<file path="src/rtl/serial_subtractor.sv">
// ---------------------------------------------------------------------------
// serial_subtractor
//
// Bit-serial WIDTH-bit subtractor computing diff = a - b - bin, LSB first,
// one bit per clock. A single full-subtractor cell and a borrow flip-flop
// are reused across all bit positions. The cell trades latency for area.
//
// Operation:
//   - In IDLE or DONE, start = 1 loads a, b and bin. The machine then spends
//     WIDTH cycles in SHIFT.
//   - The edge that processes the last bit updates diff, bout and ovf and
//     raises done for exactly one cycle.
//   - diff, bout and ovf hold their previous result while a new operation
//     runs, and keep it after completion until the next result or reset.
//
// Ports:
//   clk    in   1      system clock, rising edge
//   rst    in   1      synchronous, active-high reset
//   start  in   1      begin a subtraction (ignored while busy)
//   a      in   WIDTH  minuend, sampled with start
//   b      in   WIDTH  subtrahend, sampled with start
//   bin    in   1      borrow-in, sampled with start
//   busy   out  1      high while bits are being processed
//   done   out  1      one-cycle completion pulse
//   diff   out  WIDTH  (a - b - bin) mod 2^WIDTH
//   bout   out  1      unsigned borrow-out (a < b + bin)
//   ovf    out  1      two's-complement overflow of the subtraction
// ---------------------------------------------------------------------------
module serial_subtractor #(
    parameter int WIDTH = 8
) (
    input  logic             clk,
    input  logic             rst,
    input  logic             start,
    input  logic [WIDTH-1:0] a,
    input  logic [WIDTH-1:0] b,
    input  logic             bin,
    output logic             busy,
    output logic             done,
    output logic [WIDTH-1:0] diff,
    output logic             bout,
    output logic             ovf
);

    localparam int CW = $clog2(WIDTH);
    localparam logic [CW-1:0] LAST_BIT = CW'(WIDTH - 1);

    typedef enum logic [1:0] {
        IDLE,
        SHIFT,
        DONE
    } state_t;

    state_t           r_state;
    logic [WIDTH-1:0] r_a;
    logic [WIDTH-1:0] r_b;
    logic [WIDTH-1:0] r_res;
    logic             r_br;
    logic [CW-1:0]    r_cnt;
    logic             r_a_msb;
    logic             r_b_msb;
    logic             r_busy;
    logic             r_done;
    logic [WIDTH-1:0] r_diff;
    logic             r_bout;
    logic             r_ovf;

    logic             w_x;
    logic             w_y;
    logic             w_d;
    logic             w_br_next;
    logic [WIDTH-1:0] w_res_next;

    // Full-subtractor cell acting on the current LSBs and the stored borrow.
    assign w_x        = r_a[0];
    assign w_y        = r_b[0];
    assign w_d        = w_x ^ w_y ^ r_br;
    assign w_br_next  = (~w_x & w_y) | (~(w_x ^ w_y) & r_br);
    // Result bits enter at the MSB end, so after WIDTH shifts bit 0 sits at
    // position 0.
    assign w_res_next = {w_d, r_res[WIDTH-1:1]};

    // NOTE: every register here is updated with non-blocking assignments so
    // that all of them see the values from before the edge. A blocking
    // assignment would let later statements read the updated value.
    always_ff @(posedge clk) begin
        if (rst) begin
            // NOTE: the operand and result shift registers are reset as well.
            // An aborted run then leaves no residue behind.
            r_state <= IDLE;
            r_a     <= '0;
            r_b     <= '0;
            r_res   <= '0;
            r_br    <= 1'b0;
            r_cnt   <= '0;
            r_a_msb <= 1'b0;
            r_b_msb <= 1'b0;
            r_busy  <= 1'b0;
            r_done  <= 1'b0;
            r_diff  <= '0;
            r_bout  <= 1'b0;
            r_ovf   <= 1'b0;
        end else begin
            case (r_state)
                IDLE, DONE: begin
                    r_done <= 1'b0;
                    if (start) begin
                        r_a     <= a;
                        r_b     <= b;
                        r_br    <= bin;
                        r_a_msb <= a[WIDTH-1];
                        r_b_msb <= b[WIDTH-1];
                        r_res   <= '0;
                        r_cnt   <= '0;
                        r_busy  <= 1'b1;
                        r_state <= SHIFT;
                    end else begin
                        r_state <= IDLE;
                    end
                end

                SHIFT: begin
                    r_a   <= {1'b0, r_a[WIDTH-1:1]};
                    r_b   <= {1'b0, r_b[WIDTH-1:1]};
                    r_res <= w_res_next;
                    r_br  <= w_br_next;
                    r_cnt <= r_cnt + CW'(1);
                    if (r_cnt == LAST_BIT) begin
                        // w_d is the result MSB on this final edge.
                        r_diff  <= w_res_next;
                        r_bout  <= w_br_next;
                        r_ovf   <= (r_a_msb != r_b_msb) && (w_d != r_a_msb);
                        r_busy  <= 1'b0;
                        r_done  <= 1'b1;
                        r_state <= DONE;
                    end
                end

                default: begin
                    r_busy  <= 1'b0;
                    r_done  <= 1'b0;
                    r_state <= IDLE;
                end
            endcase
        end
    end

    assign busy = r_busy;
    assign done = r_done;
    assign diff = r_diff;
    assign bout = r_bout;
    assign ovf  = r_ovf;

endmodule

</file>
<file path="config.mk">
export PLATFORM = sky130hd
export DESIGN_NAME = serial_subtractor
export DESIGN_NICKNAME = d
export VERILOG_FILES = /design/src/rtl/serial_subtractor.sv
export SDC_FILE = /design/constraint.sdc
export NUM_CORES = 1
export LEC_CHECK = 0
export CAP_MARGIN = 20
export CORE_UTILIZATION = 55
export DETAILED_ROUTE_END_ITERATION = 16
export PLACE_DENSITY = 0.83
export SYNTH_ARGS = -nofsm -noshare
export SYNTH_HDL_FRONTEND = slang
export SYNTH_SLANG_ARGS = --single-unit
</file>
<file path="constraint.sdc">
create_clock -name clk -period 2.3 [get_ports clk]
set_input_delay 0.23 -clock clk [delete_from_list [all_inputs] [get_ports clk]]
set_output_delay 0.23 -clock clk [all_outputs]
set_load 0.1 [all_outputs]
</file>
==> summary.txt, run 1 <==
Global route
  – First-pass GRT wire length: 6130 um
  – Largest net degree at the start of global routing: 44
  – Total GRT Usage: 0.245
  – Initial antenna violation count: 0
  – Total grt overflow: 0
  – Vias in the first global route: 1,450

Clocking
  – Post CTS Setup Buffer Count: 0
  – Clock transition at path regs: 130 ps
  – CTS Hold Bufs: 0
  – Num CTS Buffers: 5
  – CTS H-tree lvls: 2
  – Clock sink count: 43
  – Clock Latency Late Sink: 350 ps
  – Clock Path Buffers: 2
  – CTS tree: yes
  – Resize count post-CTS: 0
  – Clock Tree Root: clkbuf_4

Power and ir drop
  – Worst vdd ir: 0.525 mV
  – Leakage power: 0.000782 uW
  – PwrDens: 759 mW/mm2
  – Total power: 1580 uW

Timing
  – Fin. max-slew vios: 0
  – Peak Freq: 0.626 GHz
  – Hold Violations, Final: 0
  – Final setup viols: 0
  – Hold_ws: 457 ps
  – RSZ-0062 raised after global routing: no
  – Final min period: 1600 ps
  – Clock Skew: 13.5 ps
  – Actual slew at the worst max-slew pin: 735 ps
  – Final Cycle Share: 0.695
  – Setup slack after layout: 701 ps
  – Post-route setup TNS: 0 ps
  – Worst slew margin: 0.509

Place
  – Pre-CTS setup slack: 722 ps
  – Final HPWL from detailed placement: 2540 um
  – PortBufs: 31
  – Routability Congestion: 0.738

Synthesis
  – Main synth FF type: dfxtp_1
  – Avg Cell Area, Syn: 8.20 um2
  – Ys async rst share: 0
  – Seq/Total Area, Yosys: 0.500
  – Flops & latches, synth: 43
  – Post-Syn Nets: 233
  – Synth Warn #: 0
  – Synthesized area: 0.00172 mm2
  – Synth area leaders: dfxtp_1 50%, nand2_1 12%, a311oi_1 7.1%, a21oi_1 7.0%, nor2_1 4.6%
  – Yosys top cell by area: dfxtp_1
  – Cells after Synth: 210
  – Yosys top cell area share: 0.500
  – EDFF count, synth: 0
  – Post-synth cell types: 24

Layout
  – Commonest non-fill, non-tap cell in the layout: nand2_1
  – Antenna cells: 0
  – Fillcell total: 236
  – Most frequent cells in the layout: 57 x nand2_1, 43 x dfxtp_1, 24 x a21oi_1
  – Nets: 258
  – Post-synthesis to final-layout area growth: 20.9%
  – Fraction of layout cells with a size suffix above 1: 0.102

Worst setup path
  – CP Class: flop to flop
  – Setup crit end kind: flop
  – Arr. time, crit path: 1850 ps
  – Required time worst endpoint: 2550 ps
  – CP Launch Type: flop
  – Worst-path fanout max: 37

Route
  – Via count: 1,535
  – DRC violation count after routing: 0
  – DR pass1 iterations: 5
  – Highest routed layer: met4
  – Vias per cell: 5.75
  – Initial detailed-routing violation count: 87
  – Routed WL per cell: 13.8 um
  – Met3 wire len: 198 um
  – Post-Route WL: 3690 um
  – DR WL met2: 1890 um
  – Antenna Violating Nets Remaining: 0
  – M1 WL: 1540 um

Run status
  – Status: completed

Hold path
  – Hold Crit Class: input port to flop

Floorplan
  – Core ar.: 0.00285 mm2
  – Die height: 58.0 um
  – Die X-Extent: 58.0 um
  – Starting Density: 0.604
  – Row cnt: 19
  – Die area: 0.00336 mm2
  – Io pins: 32

Run
  – Max Cap Viol: 0
## kinds of logic after synthesis
kind of cell | after synthesis | share of synthesized area
flops | 43 | 0.500
fa+ha+maj | 3 | 0.0262
simple gates | 101 | 0.247
buf+inv | 20 | 0.0618
compound gates | 43 | 0.165
## where the power goes
part | leakage, uW | internal [uW] | switching [uW]
Combinational | 0.000379 | 81.2 | 112
Clock | 0.0000514 | 338 | 243
Sequential | 0.000351 | 782 | 23.0
Total | 0.000782 | 1200 | 378
## metrics by stage
| stage | util | instance area (um2) | instances |
|---|---|---|---|
| after floorplan | - | 1720 | 210 |
| after global placement | 0.693 | 1980 | 259 |
| after detailed placement | 0.693 | 1980 | 259 |
| after CTS | 0.729 | 2080 | 267 |
| after global routing | 0.729 | 2080 | 267 |
| final | 0.729 | 2080 | 267 |
## cells in the mapped netlist, types with 2 or more instances
master    count
nand3b_1      2
nor2_1       21
buf_2         6
nor2b_1       2
nand3_1      13
clkbuf_1      5
nand2b_1      3
a311oi_1     14
buf_4         4
dfxtp_1      43
a211oi_1      2
ha_1          2
a21oi_1      24
inv_1         3
nand2_1      57
## final cells by class
type / instances / area (um2) / area share
clock buffer: 5 / 37.5 / 0.0180
sequential: 43 / 861 / 0.414
multi-input combinational: 147 / 754 / 0.363
inverter: 3 / 11.3 / 0.00541
timing repair buffer: 35 / 310 / 0.149
tap: 31 / 38.8 / 0.0186
clock inverter: 3 / 67.6 / 0.0325
## metal layers
| metal | GRT usage | vias to the layer above |
|---|---|---|
| li1 | - | 760 |
| met1 | 0.263 | 721 |
| met4 | 0.122 | 0 |
| met2 | 0.427 | 48 |
| met5 | 0 | - |
| met3 | 0.0848 | 6 |
## state kept, by name, summed over array words and instances, names as in the netlist, 2 cells and up
signal and cells:
r_a 8, diff 8, r_b 8, r_state 2, r_res 7, r_cnt 3
## path summary, 6_finish.rpt
kind,startpoint,end,slack (ps),cells after the start
min,a[5],r_a[5],460,3
max,r_state[1],r_a[3],700,4
min reg2reg,diff[1],diff[1],470,2
max reg2reg,r_state[1],r_a[3],700,4
## critical path, cell delays in order, from the launching register on
cell      delay, ps
dfxtp_1         410
nand2b_1        330
buf_4           410
nor2_1           80
a311oi_1        270
Note: power is estimated with default switching activity, not from simulation.
==> run 2, diff against run 1 <==
Settings changed: CORE_UTILIZATION 55 to 51, PLACE_DENSITY 0.83 to 0.78.
Clock period 2.3 ns to 1.6 ns, I/O delays scaled along.
==> summary.txt, run 2 (synthesized netlist as in run 1, its figures left out) <==
Global route
  – Vias in the first global route: 1,409
  – Total grt overflow: 0
  – Largest net degree at the start of global routing: 44
  – Total GRT Usage: 0.216
  – First-pass GRT wire length: 5780 um
  – Initial antenna violation count: 0

Clocking
  – Clock transition at path regs: 120 ps
  – Clock Latency Late Sink: 350 ps
  – CTS Hold Bufs: 0
  – CTS tree: yes
  – Num CTS Buffers: 5
  – Clock Tree Root: clkbuf_4
  – Clock Path Buffers: 2
  – Clock sink count: 43
  – CTS H-tree lvls: 2

Route
  – Via count: 1,552
  – Antenna Violating Nets Remaining: 0
  – Post-Route WL: 3400 um
  – DR pass1 iterations: 4
  – Routed WL per cell: 11.9 um
  – DRC violation count after routing: 0
  – Vias per cell: 5.45
  – Initial detailed-routing violation count: 78

Power and ir drop
  – Total power: 2040 uW
  – Worst vdd ir: 0.609 mV
  – PwrDens: 895 mW/mm2
  – Leakage power: 0.000836 uW

Worst setup path
  – CP delay by family, top: adder cells
  – Worst path buffer plus inverter count: 1
  – Arr. time, crit path: 1780 ps
  – CP Class: flop to flop
  – Required time worst endpoint: 1880 ps
  – Crit-path cells: ha_1, ha_1, and3b_2, buf_4, nand2_1, a21oi_1
  – Worst-path fanout max: 9
  – Most used cell, CP: ha_1
  – CP Launch Type: flop
  – Crit path largest cell delay: 380 ps
  – Setup crit end kind: flop
  – Critical path's slowest cell: dfxtp_1

Floorplan
  – Io pins: 32
  – Core ar.: 0.00313 mm2
  – Starting Density: 0.550
  – Die height: 60.1 um
  – Die area: 0.00361 mm2
  – Row cnt: 20
  – Die X-Extent: 60.1 um

Run status
  – Status: completed

Layout
  – Commonest non-fill, non-tap cell in the layout: nand2_1
  – Post-synthesis to final-layout area growth: 32.1%
  – Nets: 263
  – Most frequent cells in the layout: 57 x nand2_1, 43 x dfxtp_1, 24 x a21oi_1
  – Fraction of layout cells with a size suffix above 1: 0.120
  – Antenna cells: 0

Timing
  – Hold_ws: 371 ps
  – Clock Skew: 7.82 ps
  – RSZ-0062 raised after global routing: no
  – Actual slew at the worst max-slew pin: 313 ps
  – Peak Freq: 0.667 GHz
  – Fin. max-slew vios: 0
  – Setup slack after layout: 102 ps
  – Post-route setup TNS: 0 ps
  – Worst slew margin: 0.791
  – Final Cycle Share: 0.937
  – Final min period: 1500 ps
  – Final setup viols: 0
  – Hold Violations, Final: 0

Place
  – PortBufs: 31
  – Pre-CTS setup slack: 48.3 ps
  – Final HPWL from detailed placement: 2400 um
  – Routability Congestion: 0.753

Run
  – Max Cap Viol: 0

Hold path
  – Hold Crit Class: input port to flop
[run 2: path summary, 6_finish.rpt]
check / startpoint / to / slack [ps] / cells after the start
worst max-delay path: r_cnt[0] / diff[3] / 100 / 6
worst min-delay path: b[2] / r_b[2] / 370 / 3
worst max register to register: r_cnt[0] / diff[3] / 100 / 6
worst min register to register: r_a_msb / r_a_msb / 470 / 2
[run 2: power breakdown]
part	internal [uW]	leakage, uW	total, uW	switching (uW)
clock	259	0.0000386	586	327
combinational	136	0.000446	294	158
sequential	1120	0.000351	1160	33.3
total	1520	0.000836	2040	518
[run 2: metrics by stage]
step	cells	util	area, um2
CTS	283	0.722	2260
floorplan	210	-	1720
global route	285	0.727	2270
detailed placement	275	0.700	2190
finish	285	0.727	2270
global placement	275	0.700	2190
[run 2: metal layers]
metal  up-vias  global-route usage  wire, um
met3         5              0.0628       148
met2        40               0.375      1680
met4         0              0.0831        57
met1       731               0.248      1520
met5         -                   0         0
li1        776                   -         -
[run 2: layout make-up]
cell class	count	area [um2]
clock buffer	8	68.8
fill	249	853
inverter	3	11.3
multi-input combinational	147	756
sequential	43	861
tap	44	55.1
timing repair buffer	40	523
[run 2: timing repair]
action / 4_1_cts / 5_1_grt
buffers inserted: 0 / 2
gates resized for setup: 1 / 0
endpoints found under the setup margin: 1 / 1
pin swaps: 0 / 0
gates cloned: 0 / 0
[run 2: worst reg2reg max path, cell delays in order, from the launching register on]
cell	delay (ps)
dfxtp_1	380
ha_1	170
ha_1	250
and3b_2	320
buf_4	150
nand2_1	50
a21oi_1	120
